### src/rtl/neuron_mac_stream.sv
// neuron_mac_stream: streaming multiply-accumulate neuron.
// Takes a vector as LANES-wide valid/ready beats and accumulates bias + sum(x*w).
// It then rounds and shifts, applies the activation and saturates, and returns one result per vector.
// Optional feature macro: NEURON_MAC_LEAKY_EN. When defined, act_mode=10 selects leaky ReLU (r>>>3 for r<0).
module neuron_mac_stream #(
    parameter int DATA_W    = 8,
    parameter int LANES     = 4,
    parameter int ACC_W     = 32,
    parameter int BIAS_W    = 16,
    parameter int OUT_W     = 16,
    parameter int OUT_SHIFT = 0
) (
    input  logic                      clk,
    input  logic                      reset_n,
    input  logic                      in_valid,
    output logic                      in_ready,
    input  logic                      in_last,
    input  logic [LANES*DATA_W-1:0]   in_x,
    input  logic [LANES*DATA_W-1:0]   in_w,
    input  logic [BIAS_W-1:0]         bias,
    input  logic [1:0]                act_mode,
    output logic                      out_valid,
    input  logic                      out_ready,
    output logic [OUT_W-1:0]          out_data,
    output logic                      out_sat
);

    localparam int PW = 2 * DATA_W;
    // One guard bit, so the rounding add cannot wrap before the shift.
    localparam int RW = ACC_W + 1;
    localparam logic signed [RW-1:0] MAXV = {{(RW-OUT_W+1){1'b0}}, {(OUT_W-1){1'b1}}};
    localparam logic signed [RW-1:0] MINV = {{(RW-OUT_W+1){1'b1}}, {(OUT_W-1){1'b0}}};

    typedef enum logic [1:0] {ST_ACCUM, ST_DRAIN, ST_HOLD} state_t;

    state_t                    r_state;
    logic                      r_first;
    logic                      r_out_valid;
    logic [OUT_W-1:0]          r_out_data;
    logic                      r_out_sat;

    // r_vld_pipe[0]: S1 holds an accepted beat; r_vld_pipe[1]: S2 holds a completed vector.
    logic [1:0]                r_vld_pipe;
    logic [LANES-1:0][PW-1:0]  r_prod;
    logic                      r_s1_last;
    logic                      r_s1_first;
    logic [ACC_W-1:0]          r_bias_ext;
    logic [1:0]                r_mode;
    logic [ACC_W-1:0]          r_acc;

    logic                      w_accept;
    logic [LANES-1:0][PW-1:0]  w_prod;
    logic [ACC_W-1:0]          w_lane_sum;
    logic signed [RW-1:0]      w_r;
    logic signed [RW-1:0]      w_act;
    logic                      w_sat;
    logic [OUT_W-1:0]          w_out;

    // in_ready is held low during reset, so no beat can be taken while reset is asserted.
    assign in_ready  = reset_n && (r_state == ST_ACCUM);
    assign w_accept  = in_valid && in_ready;
    assign out_valid = r_out_valid;
    assign out_data  = r_out_data;
    assign out_sat   = r_out_sat;

    for (genvar g = 0; g < LANES; g++) begin : g_lane
        assign w_prod[g] = $signed(in_x[g*DATA_W +: DATA_W]) * $signed(in_w[g*DATA_W +: DATA_W]);
    end

    // Sum the S1 lane products, with each product sign-extended to the accumulator width.
    always_comb begin
        w_lane_sum = '0;
        for (int l = 0; l < LANES; l++)
            w_lane_sum = w_lane_sum + {{(ACC_W-PW){r_prod[l][PW-1]}}, r_prod[l]};
    end

    if (OUT_SHIFT > 0) begin : g_shift
        localparam logic signed [RW-1:0] HALF = RW'(1) <<< (OUT_SHIFT - 1);
        assign w_r = ($signed({r_acc[ACC_W-1], r_acc}) + HALF) >>> OUT_SHIFT;
    end else begin : g_noshift
        assign w_r = $signed({r_acc[ACC_W-1], r_acc});
    end

    // Apply the activation, then clip to the OUT_W signed range.
    always_comb begin
        w_act = w_r;
        case (r_mode)
            2'b01:   if (w_r < 0) w_act = '0;
`ifdef NEURON_MAC_LEAKY_EN
            2'b10:   if (w_r < 0) w_act = w_r >>> 3;
`endif
            default: w_act = w_r;
        endcase
        w_sat = (w_act > MAXV) || (w_act < MINV);
        if (w_act > MAXV)      w_out = MAXV[OUT_W-1:0];
        else if (w_act < MINV) w_out = MINV[OUT_W-1:0];
        else                   w_out = w_act[OUT_W-1:0];
    end

    // S1 captures the products. S2 accumulates them, and a first beat restarts the accumulator from the bias.
    always_ff @(posedge clk or negedge reset_n) begin
        if (!reset_n) begin
            r_vld_pipe <= '0;
            r_prod     <= '0;
            r_s1_last  <= 1'b0;
            r_s1_first <= 1'b0;
            r_bias_ext <= '0;
            r_mode     <= '0;
            r_acc      <= '0;
        end else begin
            r_vld_pipe[0] <= w_accept;
            r_vld_pipe[1] <= r_vld_pipe[0] && r_s1_last;
            if (w_accept) begin
                r_prod     <= w_prod;
                r_s1_last  <= in_last;
                r_s1_first <= r_first;
                if (r_first) begin
                    r_bias_ext <= {{(ACC_W-BIAS_W){bias[BIAS_W-1]}}, bias};
                    r_mode     <= act_mode;
                end
            end
            if (r_vld_pipe[0])
                r_acc <= r_s1_first ? (r_bias_ext + w_lane_sum) : (r_acc + w_lane_sum);
        end
    end

    // Vector sequencing: accumulate, drain the pipe, hold the result until it is taken.
    always_ff @(posedge clk or negedge reset_n) begin
        if (!reset_n) begin
            r_state     <= ST_ACCUM;
            r_first     <= 1'b1;
            r_out_valid <= 1'b0;
            r_out_data  <= '0;
            r_out_sat   <= 1'b0;
        end else begin
            case (r_state)
                ST_ACCUM: begin
                    if (w_accept) begin
                        r_first <= 1'b0;
                        if (in_last) r_state <= ST_DRAIN;
                    end
                end
                ST_DRAIN: begin
                    if (r_vld_pipe[1]) begin
                        r_state     <= ST_HOLD;
                        r_out_valid <= 1'b1;
                        r_out_data  <= w_out;
                        r_out_sat   <= w_sat;
                    end
                end
                ST_HOLD: begin
                    if (out_ready) begin
                        r_state     <= ST_ACCUM;
                        r_out_valid <= 1'b0;
                        r_first     <= 1'b1;
                    end
                end
                default: r_state <= ST_ACCUM;
            endcase
        end
    end

endmodule

### config.mk
export PLATFORM = sky130hd
export DESIGN_NAME = neuron_mac_stream
export DESIGN_NICKNAME = d
export VERILOG_FILES = /design/src/rtl/neuron_mac_stream.sv
export SDC_FILE = /design/constraint.sdc
export NUM_CORES = 1
export LEC_CHECK = 0
export CAP_MARGIN = 20
export CORE_MARGIN = 4
export CORE_UTILIZATION = 63
export DETAILED_ROUTE_END_ITERATION = 12
export PLACE_DENSITY = 0.95
export SLEW_MARGIN = 10
export SYNTH_ARGS = -nofsm -noshare
export SYNTH_HDL_FRONTEND = slang
export SYNTH_SLANG_ARGS = --single-unit
### constraint.sdc
create_clock -name clk -period 7.15 [get_ports clk]
set_input_delay 1.43 -clock clk [delete_from_list [all_inputs] [get_ports clk]]
set_output_delay 1.43 -clock clk [all_outputs]
set_load 0.05 [all_outputs]
==> run metrics, run 1 <==
outcome completed; global routing's busiest layer met2; final setup skew 13.27 ps; required time at the endpoint of the critical path 7460 ps; reported max-cap violation count 0; total I/O pin count 106; gate count of the mapped netlist 2067; TritonCTS sink count 139; transition time at the pin with the least slew margin 1008 ps; cell taking the most area after synthesis sky130_fd_sc_hd__fa_1; Core Region 0.02956 mm2; number of synthesized flops with an enable pin 0; hold buffer count at CTS 0; gpl congestion 0.9110; Critical Path AT 6950 ps; number of pins exceeding their max-slew limit in the final report 0; cell area after synthesis 0.01884 mm2; Rows 63; Longest Clk Path Bufs 2; most used standard cells in the synthesized netlist 344 x sky130_fd_sc_hd__inv_1, 255 x sky130_fd_sc_hd__fa_1, 194 x sky130_fd_sc_hd__nand2_1; number of antenna violations at the first check in global routing 1; unrepaired setup endpoints after global routing false; CTS tree done; tightest hold margin 487.1 ps; number of buffers added for setup after CTS 0; clk slew on worst S/H paths 60 ps; largest fanout on the critical path 6; Clk Latency, worst-skew pair 440 ps; Synth Net Count 2595; flop and latch count out of synthesis 139; fin crit period 6642 ps; endpoints failing hold 0; number of standard cells in the layout, taps in and fillers out 2567; GR Util met2 51.29%; Die Height 180.9 um; post-synth top area share 27.10%; category of the worst setup path capture point flip-flop; met1 global-route usage 34.88%; total wire length 46250 um; Overflow after GRT 0; fin crit share 92.90%; root buffer cell sky130_fd_sc_hd__clkbuf_16; dominant cell by count in the synthesized netlist sky130_fd_sc_hd__inv_1; number of DRC violations after detailed routing 0; achievable clock frequency 150.6 MHz; number of nets with antenna violations after routing 0; growth of design area from synthesis to finish 11.00%; drt initial violations 1313; number of port buffers 105; Synth Flop Type sky130_fd_sc_hd__dfrtp_1; total of warnings raised by yosys 0; average routed wire per standard cell 18.02 um; CTS HTree Levels 4; initial core utilization 63.72%; layout net count 2691; Detail Placement HPWL 36030 um; Horiz. Die Dim 180.9 um; post_cts resized 0; type of the setup path with the least slack reg -> reg; sum of negative setup slack 0 ps; register area share after synthesis 18.47%; final setup violating endpoints 0; number of search-and-repair iterations in the first detailed-routing pass 6; distinct cell type count of the synthesized netlist 63; total routing resource utilization after global routing 28.89%; via density per instance 5.924; average cell area after synthesis 9.113 um2; number of clock buffers inserted by TritonCTS 17; worst relative slew slack 32.64%; placed cells 2534; wire length of the first global-routing pass 78110 um; async set-or-reset flop fraction in the synthesized netlist 100.0%; met3 Usage GRT 4.107%; type of the most critical hold path reg -> reg; element type at the critical path start flip-flop; synth top area cells sky130_fd_sc_hd__fa_1 27%, sky130_fd_sc_hd__dfrtp_1 18%, sky130_fd_sc_hd__ha_1 12%; number of vias after detailed routing 15206; area of the die 0.03273 mm2; filler instances 2001; largest net degree at the start of global routing 83; fraction of layout cells with a size suffix above 1 3.493%; via count of the first global-routing pass 16515
through the flow:
stage	area [um2]	setup WS [ps]	utilization, %
after floorplan	18840	1666	-
after CTS	20910	680.1	70.72
final	20910	507.8	70.73
after detailed placement	20310	644.0	68.71
after global routing	20910	254.2	70.73
after global placement	20310	868.1	68.71
cells by family after synthesis:
| group | Yosys count | share of synthesized area (%) |
|---|---|---|
| flops | 139 | 18.47 |
| buf+inv | 381 | 7.599 |
| mux | 24 | 1.408 |
| compound gates | 360 | 11.86 |
| xor+xnor | 119 | 5.533 |
| simple gates | 603 | 15.67 |
| fa+ha+maj | 441 | 39.46 |
state kept, by name (all words and copies together) (netlist names):
name,flops
r_bias_ext,16
out_data,16
r_s1_last,1
out_valid,1
r_prod,64
r_mode,2
r_first,1
r_state,2
r_s1_first,1
out_sat,1
r_acc,32
r_vld_pipe,2
metal layers:
| layer | vias to the layer above | wire length (um) |
|---|---|---|
| met5 | - | 0 |
| met4 | 0 | 2313 |
| met3 | 212 | 2848 |
| met2 | 673 | 23830 |
| met1 | 7449 | 17270 |
| li1 | 6872 | - |
worst max-delay path, stage by stage (launching register included):
cell and delay (ps):
sky130_fd_sc_hd__dfrtp_1 330, sky130_fd_sc_hd__inv_1 70, sky130_fd_sc_hd__fa_1 560, sky130_fd_sc_hd__fa_1 410, sky130_fd_sc_hd__inv_1 70, sky130_fd_sc_hd__ha_1 200, sky130_fd_sc_hd__fa_1 260, sky130_fd_sc_hd__a211oi_1 110
sky130_fd_sc_hd__nor2_1 200, sky130_fd_sc_hd__o21bai_1 120, sky130_fd_sc_hd__a31oi_1 270, sky130_fd_sc_hd__nor4_1 90, sky130_fd_sc_hd__nor3_1 520, sky130_fd_sc_hd__a21oi_1 140, sky130_fd_sc_hd__nand2b_1 170, sky130_fd_sc_hd__a221oi_1 620
sky130_fd_sc_hd__ha_1 430, sky130_fd_sc_hd__or2_2 340, sky130_fd_sc_hd__nand2_1 80, sky130_fd_sc_hd__o21ai_0 90, sky130_fd_sc_hd__a221o_1 370, sky130_fd_sc_hd__o211ai_1 350, sky130_fd_sc_hd__a41oi_1 230, sky130_fd_sc_hd__xor2_1 210
sky130_fd_sc_hd__o21ai_0 100, sky130_fd_sc_hd__o2bb2ai_1 160
layout by cell type (no fill, tap or decap), drive strengths merged, types with 15 or more instances in the layout:
cell type      instances
a21o                  30
a21oi                 99
a31oi                 19
and2                 159
clkbuf                18
clkdlybuf4s50        104
dfrtp                138
fa                   255
ha                   186
inv                  350
mux2                  20
nand2                194
nand2b                36
nand3                 15
nor2                 121
nor2b                 17
nor3                  24
o21ai                111
xnor2                 79
xor2                  40
worst paths after layout:
check                           start          to  depth (start not counted)  slack (ps)
setup / recovery            r_prod[1]   r_acc[31]                         25         510
hold / removal             r_prod[45]  r_prod[45]                          2         490
setup reg to reg            r_prod[1]   r_acc[31]                         25         510
hold reg to reg            r_prod[45]  r_prod[45]                          2         490
max in group asynchronous     reset_n    r_acc[1]                          2        4840
min in group asynchronous     reset_n     out_sat                          1        1010
layout make-up:
cell class                      count  area (um2)  share of cell area [%]
Sequential cell                   139        3480                   16.64
Inverter                          344        1291                   6.176
Antenna cell                        1       2.502                 0.01197
Multi-Input combinational cell   1547       13930                   66.64
Clock inverter                     14       155.1                  0.7421
Tap cell                          390       488.0                   2.334
Clock buffer                       18       439.2                   2.101
Timing Repair Buffer              114        1120                   5.356
Power of run 1 is left out: the tool's default activity adds up to more than one toggle a clock period on the data nets, which glitch-free logic cannot reach.
==> run 2: changes to the inputs <==
CORE_UTILIZATION = 64   (was 63)
CTS_BUF_LIST = sky130_fd_sc_hd__clkbuf_8   (was default)
PLACE_DENSITY = default   (was 0.95)
PLACE_DENSITY_LB_ADDON = 0.25   (was default)
==> run 2 against run 1 <==
Critical path depth is the same. Final cell count shrank 0.31%. Worst setup slack gained 410 ps. Design area shrank 0.96%.
==> run metrics, run 2 (synthesis results as in run 1) <==
Longest Clk Path Bufs 2 (unchanged); unrepaired setup endpoints after global routing false; total wire length 42200 um (-8.8%); type of the setup path with the least slack reg -> reg; worst relative slew slack 33.80% (+1.2 points); number of cells on the worst hold path 2 (unchanged); Top cell by count, worst path sky130_fd_sc_hd__fa_1; growth of design area from synthesis to finish 9.931%; endpoints failing hold 0 (unchanged); reported max-cap violation count 0 (unchanged); largest fanout on the critical path 6 (unchanged); outcome completed; largest net degree at the start of global routing 80 (-3.6%); register area 0.003481 mm2 (about the same); Rows 62 (-1.6%); clk slew on worst S/H paths 80 ps (+20 ps); total routing resource utilization after global routing 27.02% (-1.9 points); Clk Latency, worst-skew pair 460 ps (+20 ps); number of clock buffers inserted by TritonCTS 17 (unchanged); Core Region 0.02886 mm2 (-2.4%); Detail Placement HPWL 34770 um (-3.5%); number of DRC violations after detailed routing 0 (unchanged); element type at the critical path start flip-flop; area of the multi-input gates 0.01393 mm2 (unchanged); final antenna diode count 0 (-1); wire length of the first global-routing pass 72760 um (-6.8%); fin crit period 6236 ps (-405.9 ps); area of the die 0.03224 mm2 (-1.5%); worst stage delay on the critical path 560 ps (-60 ps); filler instances 2205 (+10%); CTS HTree Levels 4 (unchanged); number of search-and-repair iterations in the first detailed-routing pass 5 (-1); type of the most critical hold path reg -> reg; gpl congestion 0.9174 (+0.70%); final setup violating endpoints 0 (unchanged); number of buffer and inverter stages on the critical path 2 (unchanged); most common library cell in the layout ignoring fill and taps sky130_fd_sc_hd__inv_1; transition time at the pin with the least slew margin 993.0 ps (-14.94 ps); critical-path cell with the highest stage delay sky130_fd_sc_hd__a221oi_1; largest reg by FF count r_prod; Worst path depth 25 (unchanged); number of buffers added for setup after CTS 0 (unchanged); via density per instance 5.617 (-5.2%); cell family with the largest share of critical-path delay compound AO/OA/AOI/OAI gates; Overflow after GRT 0 (unchanged); total I/O pin count 106 (unchanged); sum of negative setup slack 0 ps (unchanged); root buffer cell sky130_fd_sc_hd__clkbuf_8; via count of the first global-routing pass 15254 (-7.6%); layout net count 2690 (-0.037%); fin crit share 87.22% (-5.7 points); number of nets with antenna violations after routing 0 (unchanged); hold buffer count at CTS 0 (unchanged); category of the worst setup path capture point flip-flop; achievable clock frequency 160.4 MHz (+6.5%); Horiz. Die Dim 179.6 um (-0.75%); average routed wire per standard cell 16.49 um (-8.5%); number of vias after detailed routing 14373 (-5.5%); required time at the endpoint of the critical path 7490 ps (+30 ps); number of port buffers 105 (unchanged); max reg flops 64 (unchanged); TritonCTS sink count 139 (unchanged); drt initial violations 939 (-28%); number of antenna violations at the first check in global routing 0 (-1); worst reg-to-reg path cell count 25 (unchanged); initial core utilization 65.27% (+1.5 points); CTS tree done; post_cts resized 0 (unchanged); commonest cells after routing, fill and taps aside 346 x sky130_fd_sc_hd__inv_1, 255 x sky130_fd_sc_hd__fa_1, 193 x sky130_fd_sc_hd__nand2_1; number of pins exceeding their max-slew limit in the final report 0 (unchanged); final setup skew 15.22 ps (+1.946 ps); Die Height 179.6 um (-0.75%); biggest regs r_prod x64, r_acc x32; fraction of layout cells with a size suffix above 1 3.402% (-0.090 points); Critical Path AT 6580 ps (-370 ps)
run 2: cell types whose count changed in the layout (fill, tap and decap cells not counted):
cell	before	now
sky130_fd_sc_hd__inv_8	2	0
sky130_fd_sc_hd__diode_2	1	0
sky130_fd_sc_hd__bufinv_16	1	3
sky130_fd_sc_hd__clkinvlp_4	1	2
sky130_fd_sc_hd__clkinv_8	1	0
sky130_fd_sc_hd__buf_4	9	8
sky130_fd_sc_hd__inv_1	344	346
sky130_fd_sc_hd__dfrtp_1	138	137
sky130_fd_sc_hd__clkbuf_16	17	0
sky130_fd_sc_hd__inv_6	4	2
sky130_fd_sc_hd__clkinv_2	0	2
sky130_fd_sc_hd__clkinv_4	5	4
sky130_fd_sc_hd__dfrtp_2	0	1
sky130_fd_sc_hd__clkbuf_8	1	17
run 2: final timing paths:
kind	start	endpoint	slack, ps
worst max-delay path	r_prod[17]	r_acc[31]	910
worst max register to register	r_prod[17]	r_acc[31]	910
min in group asynchronous	reset_n	out_data[15]	960
worst min register to register	r_s1_last	r_s1_last	480
worst min-delay path	r_s1_last	r_s1_last	480
max in group asynchronous	reset_n	r_s1_first	4780
run 2: per-stage QoR:
stage	setup WS [ps]	cell area, um2	hold slack [ps]	std cells	util [%]
finish	913.7	20710	476.5	2559	71.75
global route	534.1	20710	504.1	2559	71.75
CTS	969.5	20700	477.7	2558	71.73
detailed placement	657.2	20290	456.0	2526	70.31
global placement	837.2	20290	453.8	2526	70.31
floorplan	1666	18840	437.6	2067	-
run 2: layer usage:
layer	wire (um)	track usage, %	part of all wire (%)
met3	1623	2.930	3.8
met2	21960	48.90	52
met4	984	7.193	2.3
met5	0	0	0
met1	17630	34.78	42
run 2: final cells by class:
cell class / instances / share of cell area [%]
Tap cell: 384 / 2.320
Timing Repair Buffer: 113 / 5.372
Inverter: 344 / 6.236
Multi-Input combinational cell: 1547 / 67.29
Clock inverter: 15 / 0.8460
Sequential cell: 139 / 16.81
Clock buffer: 17 / 1.130
run 2: worst min-delay path: stages (launching register included):
cell and delay, ps:
sky130_fd_sc_hd__dfrtp_1 340, sky130_fd_sc_hd__nand2_1 50, sky130_fd_sc_hd__nand2_1 50
Power of run 2 is left out for the same reason.
==> run 3: changes to the inputs <==
RECOVER_POWER = 25   (was default)
==> run 3 against run 2 <==
The flow now finishes with violations (max-capacitance violations, max-slew violations). Utilization barely moved. Flip-flop and latch count did not move. First-iteration DRC count fell by 2.7%. Maximum frequency fell by 1.7%. Largest cell class unchanged. Worst setup slack got worse by 110 ps. Register-to-register slack got worse by 110 ps. Global-route usage did not move. Critical endpoint unchanged. Highest routed layer unchanged. Non-clock buffer count did not move.
==> run metrics, run 3 (synthesis results as in run 1) <==
number of pins exceeding their max-slew limit in the final report 51 (+51); number of cells on the worst hold path 2 (unchanged); max reg flops 64 (unchanged); number of clock buffers inserted by TritonCTS 17 (unchanged); average routed wire per standard cell 16.51 um (about the same); hold-critical path endpoint r_s1_last; largest reg by FF count r_prod; fraction of layout cells with a size suffix above 1 3.310% (-0.092 points); fin crit share 88.72% (+1.5 points); drt initial violations 914 (-2.7%); CTS HTree Levels 4 (unchanged); Horiz. Die Dim 179.6 um (unchanged); number of nets with antenna violations after routing 0 (unchanged); final setup skew 15.19 ps (-0.02940 ps); clk slew on worst S/H paths 80 ps (about the same); via density per instance 5.628 (+0.21%); worst relative slew slack -55.77% (-90 points); final setup violating endpoints 0 (unchanged); fraction of the core area covered by cells at the end of the flow 71.72% (about the same); reg-to-reg critical path startpoint r_prod[17]; largest net degree at the start of global routing 80 (unchanged); most common library cell in the layout ignoring fill and taps sky130_fd_sc_hd__inv_1; number of port buffers 105 (unchanged); area of the die 0.03224 mm2 (unchanged); post-route worst setup slack 806.7 ps (-107.0 ps); total I/O pin count 106 (unchanged); worst reg-to-reg path cell count 25 (unchanged); Rows 62 (unchanged); Post-Place Setup Slack 657.2 ps (unchanged); layout net count 2690 (unchanged); largest fanout on the critical path 6 (unchanged); type of the most critical hold path reg -> reg; total wire length 42240 um (about the same); reported max-cap violation count 1 (+1); number of search-and-repair iterations in the first detailed-routing pass 6 (+1); wire length of the first global-routing pass 72760 um (unchanged); origin of the worst min-delay path r_s1_last; commonest cells after routing, fill and taps aside 346 x sky130_fd_sc_hd__inv_1, 255 x sky130_fd_sc_hd__fa_1, 193 x sky130_fd_sc_hd__nand2_1; Die Height 179.6 um (unchanged); Detail Placement HPWL 34770 um (unchanged); biggest regs r_prod x64, r_acc x32; hold buffer count at CTS 0 (unchanged); TritonCTS sink count 139 (unchanged); number of standard cells in the layout, taps in and fillers out 2559 (unchanged); sum of negative setup slack 0 ps (unchanged); Longest Clk Path Bufs 2 (unchanged); initial core utilization 65.27% (unchanged); fin crit period 6343 ps (+107.0 ps); post_cts resized 0 (unchanged); total routing resource utilization after global routing 27.02% (unchanged); growth of design area from synthesis to finish 9.885% (about the same); transition time at the pin with the least slew margin 2337 ps (+1344 ps); number of buffers added for setup after CTS 0 (unchanged); via count of the first global-routing pass 15254 (unchanged); number of antenna violations at the first check in global routing 0 (unchanged); number of vias after detailed routing 14403 (+0.21%); outcome finished with violations; CTS tree done; Overflow after GRT 0 (unchanged); achievable clock frequency 157.6 MHz (-1.7%); filler instances 2207 (+0.091%); root buffer cell sky130_fd_sc_hd__clkbuf_8; element type at the critical path start flip-flop; unrepaired setup endpoints after global routing false; placed cells 2526 (unchanged); required time at the endpoint of the critical path 7490 ps (about the same); reg2reg setup slack 810 ps (-110 ps); Core Region 0.02886 mm2 (unchanged); violations in the final reports max-capacitance violations, max-slew violations; endpoints failing hold 0 (unchanged); category of the worst setup path capture point flip-flop; number of DRC violations after detailed routing 0 (unchanged); Critical Path AT 6680 ps (+100 ps); worst r2r dst r_acc[31]; Clk Latency, worst-skew pair 460 ps (about the same); gpl congestion 0.9174 (unchanged); final antenna diode count 0 (unchanged); type of the setup path with the least slack reg -> reg
[run 3: critical path, cell delays in order (launching register included)]
cell and delay, ps:
sky130_fd_sc_hd__dfrtp_1 360, sky130_fd_sc_hd__inv_1 110, sky130_fd_sc_hd__fa_1 450, sky130_fd_sc_hd__fa_1 460
sky130_fd_sc_hd__inv_1 70, sky130_fd_sc_hd__ha_1 200, sky130_fd_sc_hd__fa_1 260, sky130_fd_sc_hd__a211oi_1 90
sky130_fd_sc_hd__nor2_1 200, sky130_fd_sc_hd__o21bai_1 130, sky130_fd_sc_hd__a31oi_1 260, sky130_fd_sc_hd__nor4_1 80
sky130_fd_sc_hd__nor3_1 450, sky130_fd_sc_hd__a21oi_1 120, sky130_fd_sc_hd__nand2b_1 150, sky130_fd_sc_hd__a221oi_1 570
sky130_fd_sc_hd__ha_1 410, sky130_fd_sc_hd__or2_2 320, sky130_fd_sc_hd__nand2_1 70, sky130_fd_sc_hd__o21ai_0 70
sky130_fd_sc_hd__a221o_1 350, sky130_fd_sc_hd__o211ai_1 320, sky130_fd_sc_hd__a41oi_1 200, sky130_fd_sc_hd__xor2_1 200
sky130_fd_sc_hd__o21ai_0 100, sky130_fd_sc_hd__o2bb2ai_1 230
[run 3: worst max-delay path by stage]
stage | start | to | slack, ps | depth (start not counted)
after global routing | r_prod[33] | r_acc[31] | 450 | 25
after global placement | in_w[31] | r_prod[63] | 840 | 15
after CTS | r_prod[17] | r_acc[31] | 970 | 25
after floorplan | in_w[6] | r_prod[14] | 1670 | 16
final | r_prod[17] | r_acc[31] | 810 | 25
after detailed placement | in_w[24] | r_prod[63] | 660 | 20
[run 3: cell type report]
| class | instances | area (um2) | share of cell area, % |
|---|---|---|---|
| Multi-Input combinational cell | 1547 | 13930 | 67.29 |
| Timing Repair Buffer | 113 | 1109 | 5.356 |
| Sequential cell | 139 | 3481 | 16.82 |
| Clock buffer | 17 | 234.0 | 1.130 |
| Clock inverter | 15 | 175.2 | 0.8463 |
| Tap cell | 384 | 480.5 | 2.321 |
| Inverter | 344 | 1291 | 6.239 |
[run 3: routing by layer]
metal | routed length, um | vias up | share of wire (%) | global-route usage, %
li1 | - | 6879 | - | -
met1 | 17540 | 7114 | 42 | 34.78
met2 | 22030 | 345 | 52 | 48.90
met3 | 1705 | 65 | 4.0 | 2.930
met4 | 960 | 0 | 2.3 | 7.193
met5 | 0 | - | 0 | 0
[run 3: stage by stage]
step	hold slack (ps)	cell area, um2
2_1_floorplan	437.6	18840
3_3_place_gp	453.8	20290
3_5_place_dp	456.0	20290
4_1_cts	477.7	20700
5_1_grt	504.1	20700
6_report	476.6	20700
Power of run 3 is left out for the same reason.
